## src/rtl/serial_checking_sink_pkg.sv

```systemverilog
// rtl/serial_checking_sink_pkg.sv - shared flit geometry and sink state encoding
// Field offsets are shared with the serial traffic source so both agree on layout.
package serial_checking_sink_pkg;
    localparam int ADDR_SZ   = 4;
    localparam int NUM_NODES = 16;
    localparam int SEQ_SZ    = 8;
    localparam int FW        = 2 * ADDR_SZ + SEQ_SZ;
    localparam int SEQ_LSB   = 0;
    localparam int SRC_LSB   = SEQ_LSB + SEQ_SZ;
    localparam int DEST_LSB  = SRC_LSB + ADDR_SZ;
    localparam int PKT_CNT_W = 20;
    localparam int ERR_CNT_W = 16;

    typedef enum logic [1:0] {
        ST_IDLE,
        ST_SHIFT,
        ST_CHECK,
        ST_HOLD
    } sink_state_t;
endpackage

```

## src/rtl/serial_checking_sink_if.sv

```systemverilog
// rtl/serial_checking_sink_if.sv - one-bit serial data/busy link
// The master drives flits onto data; the slave throttles it with busy.
interface serial_checking_sink_if;
    logic data;
    logic busy;

    modport master (output data, input busy);
    modport slave  (input data, output busy);
endinterface

```

## src/rtl/serial_checking_sink_lfsr8.sv

```systemverilog
// rtl/serial_checking_sink_lfsr8.sv - 8-bit maximal LFSR, x^8+x^6+x^5+x^4+1
// A zero seed is remapped so the register can never lock up at zero.
module lfsr8 #(
    parameter logic [7:0] SEED = 8'h01
) (
    input  logic       clk,
    input  logic       reset,
    input  logic       en,
    output logic [7:0] value
);
    localparam logic [7:0] START = (SEED == 8'h00) ? 8'h01 : SEED;

    always_ff @(posedge clk or posedge reset) begin
        if (reset) begin
            value <= START;
        end else if (en) begin
            value <= {value[6:0], value[7] ^ value[5] ^ value[4] ^ value[3]};
        end
    end
endmodule

```

## src/rtl/serial_checking_sink.sv

```systemverilog
// rtl/serial_checking_sink.sv - checking serial sink for a mesh router local port
// Deserializes flits, checks dest and per-source sequence, and applies random backpressure.
module serial_checking_sink
    import serial_checking_sink_pkg::sink_state_t,
           serial_checking_sink_pkg::ST_IDLE,
           serial_checking_sink_pkg::ST_SHIFT,
           serial_checking_sink_pkg::ST_CHECK,
           serial_checking_sink_pkg::ST_HOLD;
#(
    parameter int ID        = 0,
    parameter int HOSP      = 255,
    parameter int NUM_NODES = serial_checking_sink_pkg::NUM_NODES,
    parameter int ADDR_SZ   = serial_checking_sink_pkg::ADDR_SZ,
    parameter int SEQ_SZ    = serial_checking_sink_pkg::SEQ_SZ,
    localparam int FLIT_W   = 2 * ADDR_SZ + SEQ_SZ
) (
    input  logic                       clk,
    input  logic                       reset,
    serial_checking_sink_if.slave      lnk,
    output logic [FLIT_W-1:0]          flit_out,
    output logic                       flit_valid,
    output logic [19:0]                pkt_count,
    output logic [15:0]                dest_err_count,
    output logic [15:0]                seq_err_count
);
    localparam int CNT_W = $clog2(FLIT_W);
    localparam logic [CNT_W-1:0] LAST_BIT = CNT_W'(FLIT_W - 1);
    localparam logic [ADDR_SZ-1:0] MY_ID = ADDR_SZ'(ID);
    localparam logic [8:0] HOSP9 = 9'(HOSP);
    localparam bit ALL_TRACKED = NUM_NODES >= (1 << ADDR_SZ);
    localparam logic [ADDR_SZ:0] NODES_EXT = (ADDR_SZ + 1)'(NUM_NODES);

    sink_state_t state_q, state_d;
    logic [CNT_W-1:0]  cnt_q;
    logic [FLIT_W-1:0] shreg_q;
    logic [7:0]        lfsr_val;
    logic              busy_c;
    logic [19:0]       pkt_cnt_q;
    logic [15:0]       dest_cnt_q;
    logic [15:0]       seq_cnt_q;
    logic [SEQ_SZ-1:0] exp_seq [NUM_NODES];

    logic [SEQ_SZ-1:0]  f_seq;
    logic [ADDR_SZ-1:0] f_src;
    logic [ADDR_SZ-1:0] f_dest;
    logic               src_ok;

    assign f_seq  = flit_out[SEQ_SZ-1:0];
    assign f_src  = flit_out[SEQ_SZ +: ADDR_SZ];
    assign f_dest = flit_out[SEQ_SZ + ADDR_SZ +: ADDR_SZ];
    assign src_ok = ALL_TRACKED || ({1'b0, f_src} < NODES_EXT);

    lfsr8 #(.SEED(8'hA5 ^ 8'(ID))) u_lfsr (
        .clk   (clk),
        .reset (reset),
        .en    (1'b1),
        .value (lfsr_val)
    );

    always_comb begin
        state_d    = state_q;
        busy_c     = 1'b1;
        flit_valid = 1'b0;
        case (state_q)
            ST_IDLE: begin
                busy_c = 1'b0;
                if (lnk.data) state_d = ST_SHIFT;
            end
            ST_SHIFT: if (cnt_q == LAST_BIT) state_d = ST_CHECK;
            ST_CHECK: begin
                flit_valid = 1'b1;
                state_d    = ST_HOLD;
            end
            ST_HOLD:  if ({1'b0, lfsr_val} <= HOSP9) state_d = ST_IDLE;
            default:  state_d = ST_IDLE;
        endcase
    end

    assign lnk.busy       = busy_c;
    assign pkt_count      = pkt_cnt_q;
    assign dest_err_count = dest_cnt_q;
    assign seq_err_count  = seq_cnt_q;

    always_ff @(posedge clk or posedge reset) begin
        if (reset) begin
            state_q    <= ST_IDLE;
            cnt_q      <= '0;
            shreg_q    <= '0;
            flit_out   <= '0;
            pkt_cnt_q  <= '0;
            dest_cnt_q <= '0;
            seq_cnt_q  <= '0;
            for (int i = 0; i < NUM_NODES; i++) exp_seq[i] <= '0;
        end else begin
            state_q <= state_d;
            case (state_q)
                ST_IDLE: if (lnk.data) cnt_q <= '0;
                ST_SHIFT: begin
                    shreg_q[cnt_q] <= lnk.data;
                    cnt_q          <= cnt_q + 1'b1;
                    if (cnt_q == LAST_BIT) flit_out <= {lnk.data, shreg_q[FLIT_W-2:0]};
                end
                ST_CHECK: begin
                    if (pkt_cnt_q != '1) pkt_cnt_q <= pkt_cnt_q + 1'b1;
                    if (f_dest != MY_ID && dest_cnt_q != '1) dest_cnt_q <= dest_cnt_q + 1'b1;
                    // Untracked sources always count as a sequence error and leave the table alone.
                    if ((!src_ok || f_seq != exp_seq[f_src]) && seq_cnt_q != '1)
                        seq_cnt_q <= seq_cnt_q + 1'b1;
                    if (src_ok) exp_seq[f_src] <= f_seq + 1'b1;
                end
                default: ;
            endcase
        end
    end
endmodule

```

## src/flat_wrapper.sv

```systemverilog
// flat-port wrapper written by rule: the top's interface ports become plain ports
module serial_checking_sink_flat import serial_checking_sink_pkg::sink_state_t,
           serial_checking_sink_pkg::ST_IDLE,
           serial_checking_sink_pkg::ST_SHIFT,
           serial_checking_sink_pkg::ST_CHECK,
           serial_checking_sink_pkg::ST_HOLD;
#(
    parameter int ID        = 0,
    parameter int HOSP      = 255,
    parameter int NUM_NODES = serial_checking_sink_pkg::NUM_NODES,
    parameter int ADDR_SZ   = serial_checking_sink_pkg::ADDR_SZ,
    parameter int SEQ_SZ    = serial_checking_sink_pkg::SEQ_SZ,
    localparam int FLIT_W   = 2 * ADDR_SZ + SEQ_SZ
)
  (clk, reset, flit_out, flit_valid, pkt_count, dest_err_count, seq_err_count, lnk_data, lnk_busy);
  serial_checking_sink_if lnk_i ();
  input  logic clk;
  input  logic reset;
  output logic [FLIT_W-1:0] flit_out;
  output logic flit_valid;
  output logic [19:0] pkt_count;
  output logic [15:0] dest_err_count;
  output logic [15:0] seq_err_count;
  input wire logic [$bits(lnk_i.data)-1:0] lnk_data;
  output wire logic [$bits(lnk_i.busy)-1:0] lnk_busy;
  assign lnk_i.data = lnk_data;
  assign lnk_busy = lnk_i.busy;
  serial_checking_sink #(.ID(ID), .HOSP(HOSP), .NUM_NODES(NUM_NODES), .ADDR_SZ(ADDR_SZ), .SEQ_SZ(SEQ_SZ)) u_core (.clk(clk), .reset(reset), .lnk(lnk_i), .flit_out(flit_out), .flit_valid(flit_valid), .pkt_count(pkt_count), .dest_err_count(dest_err_count), .seq_err_count(seq_err_count));
endmodule
```

## config.mk

```make
export PLATFORM = sky130hd
export DESIGN_NAME = serial_checking_sink_flat
export DESIGN_NICKNAME = d
export VERILOG_FILES = /design/src/rtl/serial_checking_sink_pkg.sv /design/src/rtl/serial_checking_sink_if.sv /design/src/rtl/serial_checking_sink_lfsr8.sv /design/src/rtl/serial_checking_sink.sv /design/src/flat_wrapper.sv
export SDC_FILE = /design/constraint.sdc
export NUM_CORES = 1
export LEC_CHECK = 0
export CORE_MARGIN = 1.5
export CORE_UTILIZATION = 45
export CTS_CLUSTER_DIAMETER = 100
export DETAILED_ROUTE_END_ITERATION = 12
export PLACE_DENSITY = 0.67
export SETUP_SLACK_MARGIN = 0.2
export SLEW_MARGIN = 20
export SYNTH_ARGS = -nofsm -noshare
export SYNTH_HDL_FRONTEND = slang
export SYNTH_SLANG_ARGS = --single-unit
```

## constraint.sdc

```tcl
create_clock -name clk -period 8.85 [get_ports clk]
set_input_delay 2.655 -clock clk [delete_from_list [all_inputs] [get_ports clk]]
set_output_delay 2.655 -clock clk [all_outputs]
set_load 0.01 [all_outputs]
```

## Yosys cells after proc, flatten, opt, wreduce, memory -nomap -nowiden

Cells that the tools add are included.

| operators by class | value |
|---|---|
| add/subtract/negate cells | 5 |
| $lt $le $gt $ge | 4 |
| eq/ne operators | 10 |
| muxes and demuxes | 16 |
| bitwise gates (word level) | 1 |
| reductions and logical operators | 13 |

Operator list:

| operator | count |
|---|---|
| bitwise mux 128 bit | 1 |
| adder 16 x 1 -> 16 bit (second input constant) | 2 |
| binary-select mux 8 bit (select 4 bit) | 1 |
| demux 8 bit (select 4 bit) | 1 |
| inequality test 16 bit (second input constant) | 2 |
| 2-to-1 mux 8 bit | 3 |
| adder 20 x 1 -> 20 bit (second input constant) | 1 |
| inequality test 20 bit (second input constant) | 1 |
| bitwise mux 16 bit | 1 |
| AND reduction 2 bit | 6 |
| adder 8 x 1 -> 8 bit (second input constant) | 1 |
| inequality test 8 bit | 1 |
| one-hot mux 2 bit (4 select lines) | 1 |
| one-hot mux 4 bit (2 select lines) | 1 |
| >= comparator 5 bit (second input constant) | 1 |
| less-than comparator 4 x 5 -> 1 bit (second input constant) | 1 |
| less-than comparator 5 x 1 -> 1 bit (second input constant) | 1 |
| inverter 4 -> 5 bit | 1 |
| adder 4 x 1 -> 4 bit (second input constant) | 1 |
| demux 1 bit (select 4 bit) | 1 |
| == test 2 bit (second input constant) | 2 |
| == test 4 bit (second input constant) | 1 |
| >= comparator 4 x 1 -> 1 bit (second input constant) | 1 |
| logical AND 1 bit | 4 |
| 9 further kinds | 12 |

| storage, ports and cells | value |
|---|---|
| register bits | 218 |
| input port bits | 3 |
| output and inout bits | 70 |

## Logic depth before layout (Yosys ltp)

Gate-level depths: netlist of run 1.

| logic depth | value |
|---|---|
| depth in word-level cells | 7 |
| depth in mapped cells | 12 |
| mapped depth without buffers | 8 |

## Worst setup path before layout of run 1

OpenSTA, ideal clock, no wires.

| timing path | value |
|---|---|
| kind | register to output |
| from | register u_core.state_q[0] |
| to | output port lnk_busy |
| data arrival time | 0.711 ns |
| required time | 6.195 ns |
| setup slack | 5.484 ns |
| cell stages (with the launch flop) | 4 |
| buffers on the path | 0 |
| path through | dfrtp_1 -> inv_1 -> ha_1 -> inv_1 |

| on the way | value |
|---|---|
| cells in the longest elaborated chain, start to end | 2 |

RTL lines:

| what | RTL line | text |
|---|---|---|
| from (decl) | serial_checking_sink.sv:33 | `sink_state_t state_q, state_d;` |
| from (signal assigned) | serial_checking_sink.sv:95 | `state_q <= state_d;` |
| zero test 2 bit | serial_checking_sink.sv:64 | `case (state_q)` |
| 2-to-1 mux 1 bit | serial_checking_sink.sv:64 |  |
| to (decl) | flat_wrapper.sv:25 | `output wire logic [$bits(lnk_i.busy)-1:0] lnk_busy;` |

No other way between the ends.

## Worst setup path after layout of run 1

| timing path | value |
|---|---|
| from | register u_core.state_q[0] |
| to | output port flit_valid |

| on the way | value |
|---|---|
| cells in the longest elaborated chain, start to end | 2 |

RTL lines:

| what | RTL line | text |
|---|---|---|
| == test 2 bit | serial_checking_sink.sv:64 |  |
| 2-to-1 mux 1 bit | serial_checking_sink.sv:64 |  |
| to (decl) | flat_wrapper.sv:20 | `output logic flit_valid;` |

No other way between the ends.

==> results of run 1 <==
power by group through the flow:
stage          Combinational, mW  Sequential (mW)  Clock, mW
2_1_floorplan              0.230             1.14          0
3_3_place_gp               0.356             1.15          0
3_5_place_dp               0.363             1.15          0
4_1_cts                    0.364             1.13      0.955
5_1_grt                    0.403             1.14      0.994
6_report                   0.361             1.13      0.936
kinds of logic after synthesis:
family,count (synthesis)
and+or+nand+nor,277
DFF,217
adders and majority gates,11
xor gates and xnor gates,67
buffers and inverters,66
muxes,100
AOI/OAI and AO/OA,150
layout by cell type, fill, tap and decap left out, types with 6 or more instances in the layout:
cell type,n
dfrtp_1,216
clkbuf_16,23
nand3_1,32
mux2i_1,18
nand2_1,79
o21ai_0,55
clkbuf_8,10
ha_1,11
xnor2_1,44
o22ai_1,7
xor2_1,21
mux2_2,59
nand2b_1,6
a21oi_1,63
nor2_1,94
and3_1,17
buf_4,13
inv_1,12
mux4_2,21
nand4_1,19
o31ai_1,8
clkdlybuf4s50_1,72
metal layers:
layer / routed length (µm) / vias to the layer above
li1: - / 3222
met2: 9680 / 147
met5: 0 / -
met3: 1020 / 38
met1: 10200 / 3271
met4: 570 / 0
per-stage QoR:
stage                     instance area [µm²]  std cells  power, mW   util  hold slack (ns)
final                                   11600       1241       2.43  0.534            0.474
after global routing                    11600       1241       2.54  0.534            0.503
after CTS                               11600       1241       2.45  0.534            0.479
after detailed placement                10900       1201       1.51  0.500            0.465
after global placement                  10900       1201       1.50  0.500            0.457
after floorplan                          9930        888       1.37      -            0.444
registers in the layout, indices dropped and copies added, names as in the netlist:
register	flops
u_core.seq_err_count	16
u_core.flit_out	16
u_core.exp_seq	128
u_core.pkt_count	20
u_core.shreg_q	15
u_core.state_q	2
u_core.dest_err_count	16
u_core.cnt_q	4
worst min-delay path: stages, from the launching register on:
cell and delay, ns:
dfrtp_1 0.34, nand2_1 0.04, o21ai_0 0.06
synth_stat cells (all sizes together) (2+ instances only):
master	number
o31ai	8
nand3	33
nor2	94
or2	2
a22oi	2
nor2b	4
nand3b	2
nor3	4
mux2i	18
nor4	3
and2	4
a21oi	64
and3	17
mux2	61
xor2	23
nand2b	6
mux4	21
a221oi	4
o21ai	57
and4	2
or3	5
nand4	20
clkbuf	36
xnor2	44
inv	13
o22ai	7
ha	11
a22o	3
dfrtp	217
nand2	79
buf	16
layout make-up:
class | count | area share
flip-flops and latches | 217 | 0.467
multi-input cells | 605 | 0.362
repair buffers | 85 | 0.0704
clock buffers | 37 | 0.0627
well taps | 280 | 0.0301
inverters | 14 | 0.00560
clock inverters | 3 | 0.00129
worst paths after layout:
kind / startpoint / to / slack, ns / depth (start not counted)
max reg2reg: u_core.flit_out[8]$_DFFE_PP0P_ / u_core.seq_err_count[1]$_DFFE_PP0P_ / 5.16 / 9
min in group asynchronous: reset / u_core.dest_err_count[14]$_DFFE_PP0P_ / 2.70 / 2
min reg2reg: u_core.exp_seq[122]$_DFFE_PP0P_ / u_core.exp_seq[122]$_DFFE_PP0P_ / 0.47 / 2
max in group asynchronous: reset / u_core.exp_seq[76]$_DFFE_PP0P_ / 4.75 / 3
min: u_core.exp_seq[122]$_DFFE_PP0P_ / u_core.exp_seq[122]$_DFFE_PP0P_ / 0.47 / 2
max: u_core.state_q[0]$_DFFE_PP0P_ / flit_valid / 3.99 / 3
==> impl_metrics.env, run 1 <==
export IMPL_cp_required_ns=6.20
export IMPL_fin_nets=960
export IMPL_critPathMaxFanout=16
export IMPL_post_route_drc_count=0
export IMPL_synth_top_family_by_area="multiplexers"
export IMPL_clkSlewWorstSetupHoldPaths_ns=0.06
export IMPL_dr_pass1_iters=5
export IMPL_p_leak_nw=5.13
export IMPL_ios=73
export IMPL_slowest_stage="clkdlybuf4s50_1"
export IMPL_io_buffer_count=72
export IMPL_dp_hpwl_mm=13.8
export IMPL_period_share=0.549
export IMPL_multi_input_area_mm2=0.00421
export IMPL_antenna_found_initial=0
export IMPL_cpPeakStageDelay_ns=0.66
export IMPL_synthSimpleGateAreaFrac=0.129
export IMPL_met2_usage=0.303
export IMPL_hp_class="register to register"
export IMPL_peakVddDrop_mv=0.104
export IMPL_gr_max_usage_layer="met2"
export IMPL_p_seq_frac=0.466
export IMPL_numClockSinks=217
export IMPL_grt_usage=0.191
export IMPL_skew_ns=0.0203
export IMPL_cts_buffer_depth=3
export IMPL_die_w_um=152
export IMPL_fmax_mhz=206
export IMPL_synth_edff_count=0
export IMPL_fill_cells=1914
export IMPL_yosys_top_cells_area="dfrtp_1, mux2_2, mux4_2"
export IMPL_drt_total_wl_mm=21.4
export IMPL_fin_setup_tns_ns=0
export IMPL_crit_family="buffers and inverters"
export IMPL_p_per_area_mw_per_mm2=209
export IMPL_ys_ff_latch=217
export IMPL_core_mm2=0.0218
export IMPL_cts_root_buf="clkbuf_16"
export IMPL_setup_violations=0
export IMPL_syn_area_per_cell_um2=11.2
export IMPL_start_kind="register"
export IMPL_syn_to_final_growth_pct=17.0
export IMPL_viasPerCell=5.38
export IMPL_num_vias=6678
export IMPL_yosys_mux_area_fraction=0.135
export IMPL_yosys_area_share_adder=0.0139
export IMPL_tightestPinTransition_ns=1.03
export IMPL_gp_congestion=0.798
export IMPL_async_flop_share=1.00
export IMPL_final_seq_area_mm2=0.00543
export IMPL_grt_max_degree=146
export IMPL_cts_resized_gates=0
export IMPL_overflow=0
export IMPL_synth_fp_nets=902
export IMPL_row_count=54
export IMPL_swShare=0.265
export IMPL_cts_buffers=23
export IMPL_drive_gt1_frac=0.149
export IMPL_drv_slew=0
export IMPL_gr_usage_met3=0.0272
export IMPL_ant_nets=0
export IMPL_switching_power_uw=642
export IMPL_grtUsageMet1=0.274
export IMPL_internal_power_mw=1.78
export IMPL_synth_top_cell_area_share=0.547
export IMPL_synthCells=888
export IMPL_grt_pass1_vias=6466
export IMPL_cts_tree="yes"
export IMPL_post_cts_buffers=0
export IMPL_synth_top_area_cell="dfrtp_1"
export IMPL_fin_ws_ns=3.99
export IMPL_die_area_mm2=0.0230
export IMPL_ys_seq_area_frac=0.547
export IMPL_yosysUniqueCellTypes=53
export IMPL_clk_latency_ns=0.51
export IMPL_synthFlopType="dfrtp_1"
export IMPL_slew_headroom=0.307
export IMPL_routedWlPerCell_um=17.3
export IMPL_crit_path_end_kind="output pin"
export IMPL_yosysWarnings=0
export IMPL_cts_max_level=1
export IMPL_period_needed_ns=4.86
export IMPL_criticalPathCategory="register to output pin"
export IMPL_clock_power_share=0.386
export IMPL_rsz0062_at_grt="no"
export IMPL_grt_pass1_wl_mm=34.5
export IMPL_pwr_share_comb=0.149
export IMPL_syn_cell_area_mm2=0.00993
export IMPL_max_cap_viol_count=0
export IMPL_die_h_um=152
export IMPL_synth_xor_area_frac=0.0591
export IMPL_crit_buf_inv=2
export IMPL_synth_compound_area_frac=0.0854
export IMPL_arrival_ns=2.20
export IMPL_outcome="finished clean"
export IMPL_diodes=0
export IMPL_ctsHoldBuffers=0
export IMPL_finalHoldViolCount=0
export IMPL_path_cells="inv_1 > ha_1 > clkdlybuf4s50_1"
export IMPL_post_place_ws_ns=3.91
export IMPL_drt_iter0_markers=324
export IMPL_start_util=0.457
Note: power is estimated with default switching activity, not from simulation.
==> run 2: changes to the inputs <==
--- a/config.mk
+++ b/config.mk
@@ -9,7 +9,7 @@
 export CORE_UTILIZATION = 45
 export CTS_CLUSTER_DIAMETER = 100
 export DETAILED_ROUTE_END_ITERATION = 12
-export PLACE_DENSITY = 0.67
+export PLACE_DENSITY = 0.65
 export SETUP_SLACK_MARGIN = 0.2
 export SLEW_MARGIN = 20
 export SYNTH_ARGS = -nofsm -noshare
==> constraint.sdc (replaced) <==
create_clock -name clk -period 4.8 [get_ports clk]
set_input_delay 1.44 -clock clk [delete_from_list [all_inputs] [get_ports clk]]
set_output_delay 1.44 -clock clk [all_outputs]
set_load 0.01 [all_outputs]
==> impl_metrics.env, run 2 (same netlist as run 1, synthesis figures left out) <==
export IMPL_grt_usage=0.199
export IMPL_rsz0062_at_grt="no"
export IMPL_cts_root_buf="clkbuf_16"
export IMPL_core_mm2=0.0218
export IMPL_cts_resized_gates=0
export IMPL_peakVddDrop_mv=0.261
export IMPL_start_util=0.457
export IMPL_tightestPinTransition_ns=1.03
export IMPL_start_kind="register"
export IMPL_num_vias=6712
export IMPL_cts_buffer_depth=3
export IMPL_placed_cells=1204
export IMPL_slew_headroom=0.315
export IMPL_drt_iter0_markers=388
export IMPL_row_count=54
export IMPL_cts_tree="yes"
export IMPL_hp_class="register to register"
export IMPL_post_route_drc_count=0
export IMPL_clk_latency_ns=0.52
export IMPL_instances_no_fill=1245
export IMPL_p_seq_frac=0.444
export IMPL_cts_max_level=1
export IMPL_fmax_mhz=252
export IMPL_internal_power_mw=3.46
export IMPL_p_leak_nw=5.18
export IMPL_gp_congestion=0.808
export IMPL_setup_violations=0
export IMPL_drive_gt1_frac=0.154
export IMPL_pwr_share_comb=0.143
export IMPL_final_cell_mix="dfrtp_1, nor2_1, nand2_1"
export IMPL_largest_register="u_core.exp_seq"
export IMPL_overflow=0
export IMPL_period_share=0.827
export IMPL_period_needed_ns=3.97
export IMPL_numClockSinks=217
export IMPL_arrival_ns=2.53
export IMPL_drv_slew=0
export IMPL_drt_total_wl_mm=22.3
export IMPL_grt_pass1_wl_mm=35.7
export IMPL_outcome="finished clean"
export IMPL_slowest_stage="dfrtp_2"
export IMPL_max_cap_viol_count=0
export IMPL_fin_setup_tns_ns=0
export IMPL_crit_path_end_kind="output pin"
export IMPL_fin_nets=964
export IMPL_fin_ws_ns=0.832
export IMPL_ctsHoldBuffers=0
export IMPL_criticalPathCategory="register to output pin"
export IMPL_die_area_mm2=0.0230
export IMPL_skew_ns=0.0157
export IMPL_finalInstanceArea_mm2=0.0117
export IMPL_critPathMaxFanout=29
export IMPL_grt_max_degree=184
export IMPL_switching_power_mw=1.22
export IMPL_path_cells="buf_4 > clkdlybuf4s50_1"
export IMPL_clkSlewWorstSetupHoldPaths_ns=0.06
export IMPL_antenna_found_initial=0
export IMPL_routedWlPerCell_um=17.9
export IMPL_final_common_cell="dfrtp_1"
export IMPL_finalHoldViolCount=0
export IMPL_p_per_area_mw_per_mm2=399
export IMPL_post_cts_buffers=0
export IMPL_cp_required_ns=3.36
export IMPL_cts_buffers=24
export IMPL_dr_pass1_iters=5
export IMPL_clock_power_share=0.412
export IMPL_cpPeakStageDelay_ns=0.93
export IMPL_die_w_um=152
export IMPL_swShare=0.261
export IMPL_ant_nets=0
export IMPL_ios=73
export IMPL_dp_hpwl_mm=14.6
export IMPL_post_dp_cell_area_mm2=0.0109
export IMPL_diodes=0
export IMPL_die_h_um=152
export IMPL_io_buffer_count=72
export IMPL_syn_to_final_growth_pct=18.1
export IMPL_largest_reg_flops=128
export IMPL_grt_pass1_vias=6568
export IMPL_viasPerCell=5.39
export IMPL_post_place_ws_ns=1.12
-- run 2: cell types whose count changed in the layout (fill, tap and decap cells not counted), moves of 2 or more --
cell        change
clkbuf_16       +2
buf_4           +2
clkinvlp_4      +2
xnor2_2         +2
clkbuf_8        -8
xnor2_1         -2
bufinv_16       +4
-- run 2: cell type report --
type,instances,area (µm²)
Sequential cell,217,5430
Fill cell,1920,10000
Inverter,14,56.3
Clock inverter,10,156
Tap cell,280,350
Timing Repair Buffer,88,853
Clock buffer,31,668
Multi-Input combinational cell,605,4220
-- run 2: worst paths after layout --
| path | depth (start not counted) | slack, ns | end | start |
|---|---|---|---|---|
| setup / recovery | 2 | 0.83 | flit_out[8] | u_core.flit_out[8]$_DFFE_PP0P_ |
| hold / removal | 2 | 0.47 | u_core.exp_seq[51]$_DFFE_PP0P_ | u_core.exp_seq[51]$_DFFE_PP0P_ |
| setup reg to reg | 9 | 1.15 | u_core.seq_err_count[1]$_DFFE_PP0P_ | u_core.flit_out[8]$_DFFE_PP0P_ |
| hold reg to reg | 2 | 0.47 | u_core.exp_seq[51]$_DFFE_PP0P_ | u_core.exp_seq[51]$_DFFE_PP0P_ |
| max in group asynchronous | 3 | 2.45 | u_core.exp_seq[107]$_DFFE_PP0P_ | reset |
| min in group asynchronous | 3 | 1.41 | u_core.dest_err_count[4]$_DFFE_PP0P_ | reset |
-- run 2: per-layer routing --
| layer | global-route usage | share of wire |
|---|---|---|
| met5 | 0 | 0 |
| met3 | 0.0329 | 0.045 |
| met4 | 0.0582 | 0.025 |
| met1 | 0.279 | 0.47 |
| met2 | 0.320 | 0.46 |
-- run 2: per-stage QoR --
step | total power [mW] | hold slack, ns | util
final | 4.68 | 0.473 | 0.540
after global routing | 4.89 | 0.505 | 0.540
after CTS | 4.73 | 0.478 | 0.539
after detailed placement | 2.79 | 0.465 | 0.501
after global placement | 2.77 | 0.456 | 0.501
after floorplan | 2.53 | 0.444 | -
-- run 2: worst max-delay path: cells and delay by family, from the launching register on --
kind	cells	cell delay, ns
buffers and inverters	2	1.05
DFF	1	0.93
-- run 2: power by group through the flow --
| stage | sequential, mW | clock, mW | combinational (mW) |
|---|---|---|---|
| after detailed placement | 2.11 | 0 | 0.677 |
| after CTS | 2.08 | 1.97 | 0.681 |
| after global placement | 2.11 | 0 | 0.663 |
| after floorplan | 2.10 | 0 | 0.424 |
| final | 2.08 | 1.93 | 0.670 |
| after global routing | 2.10 | 2.04 | 0.751 |
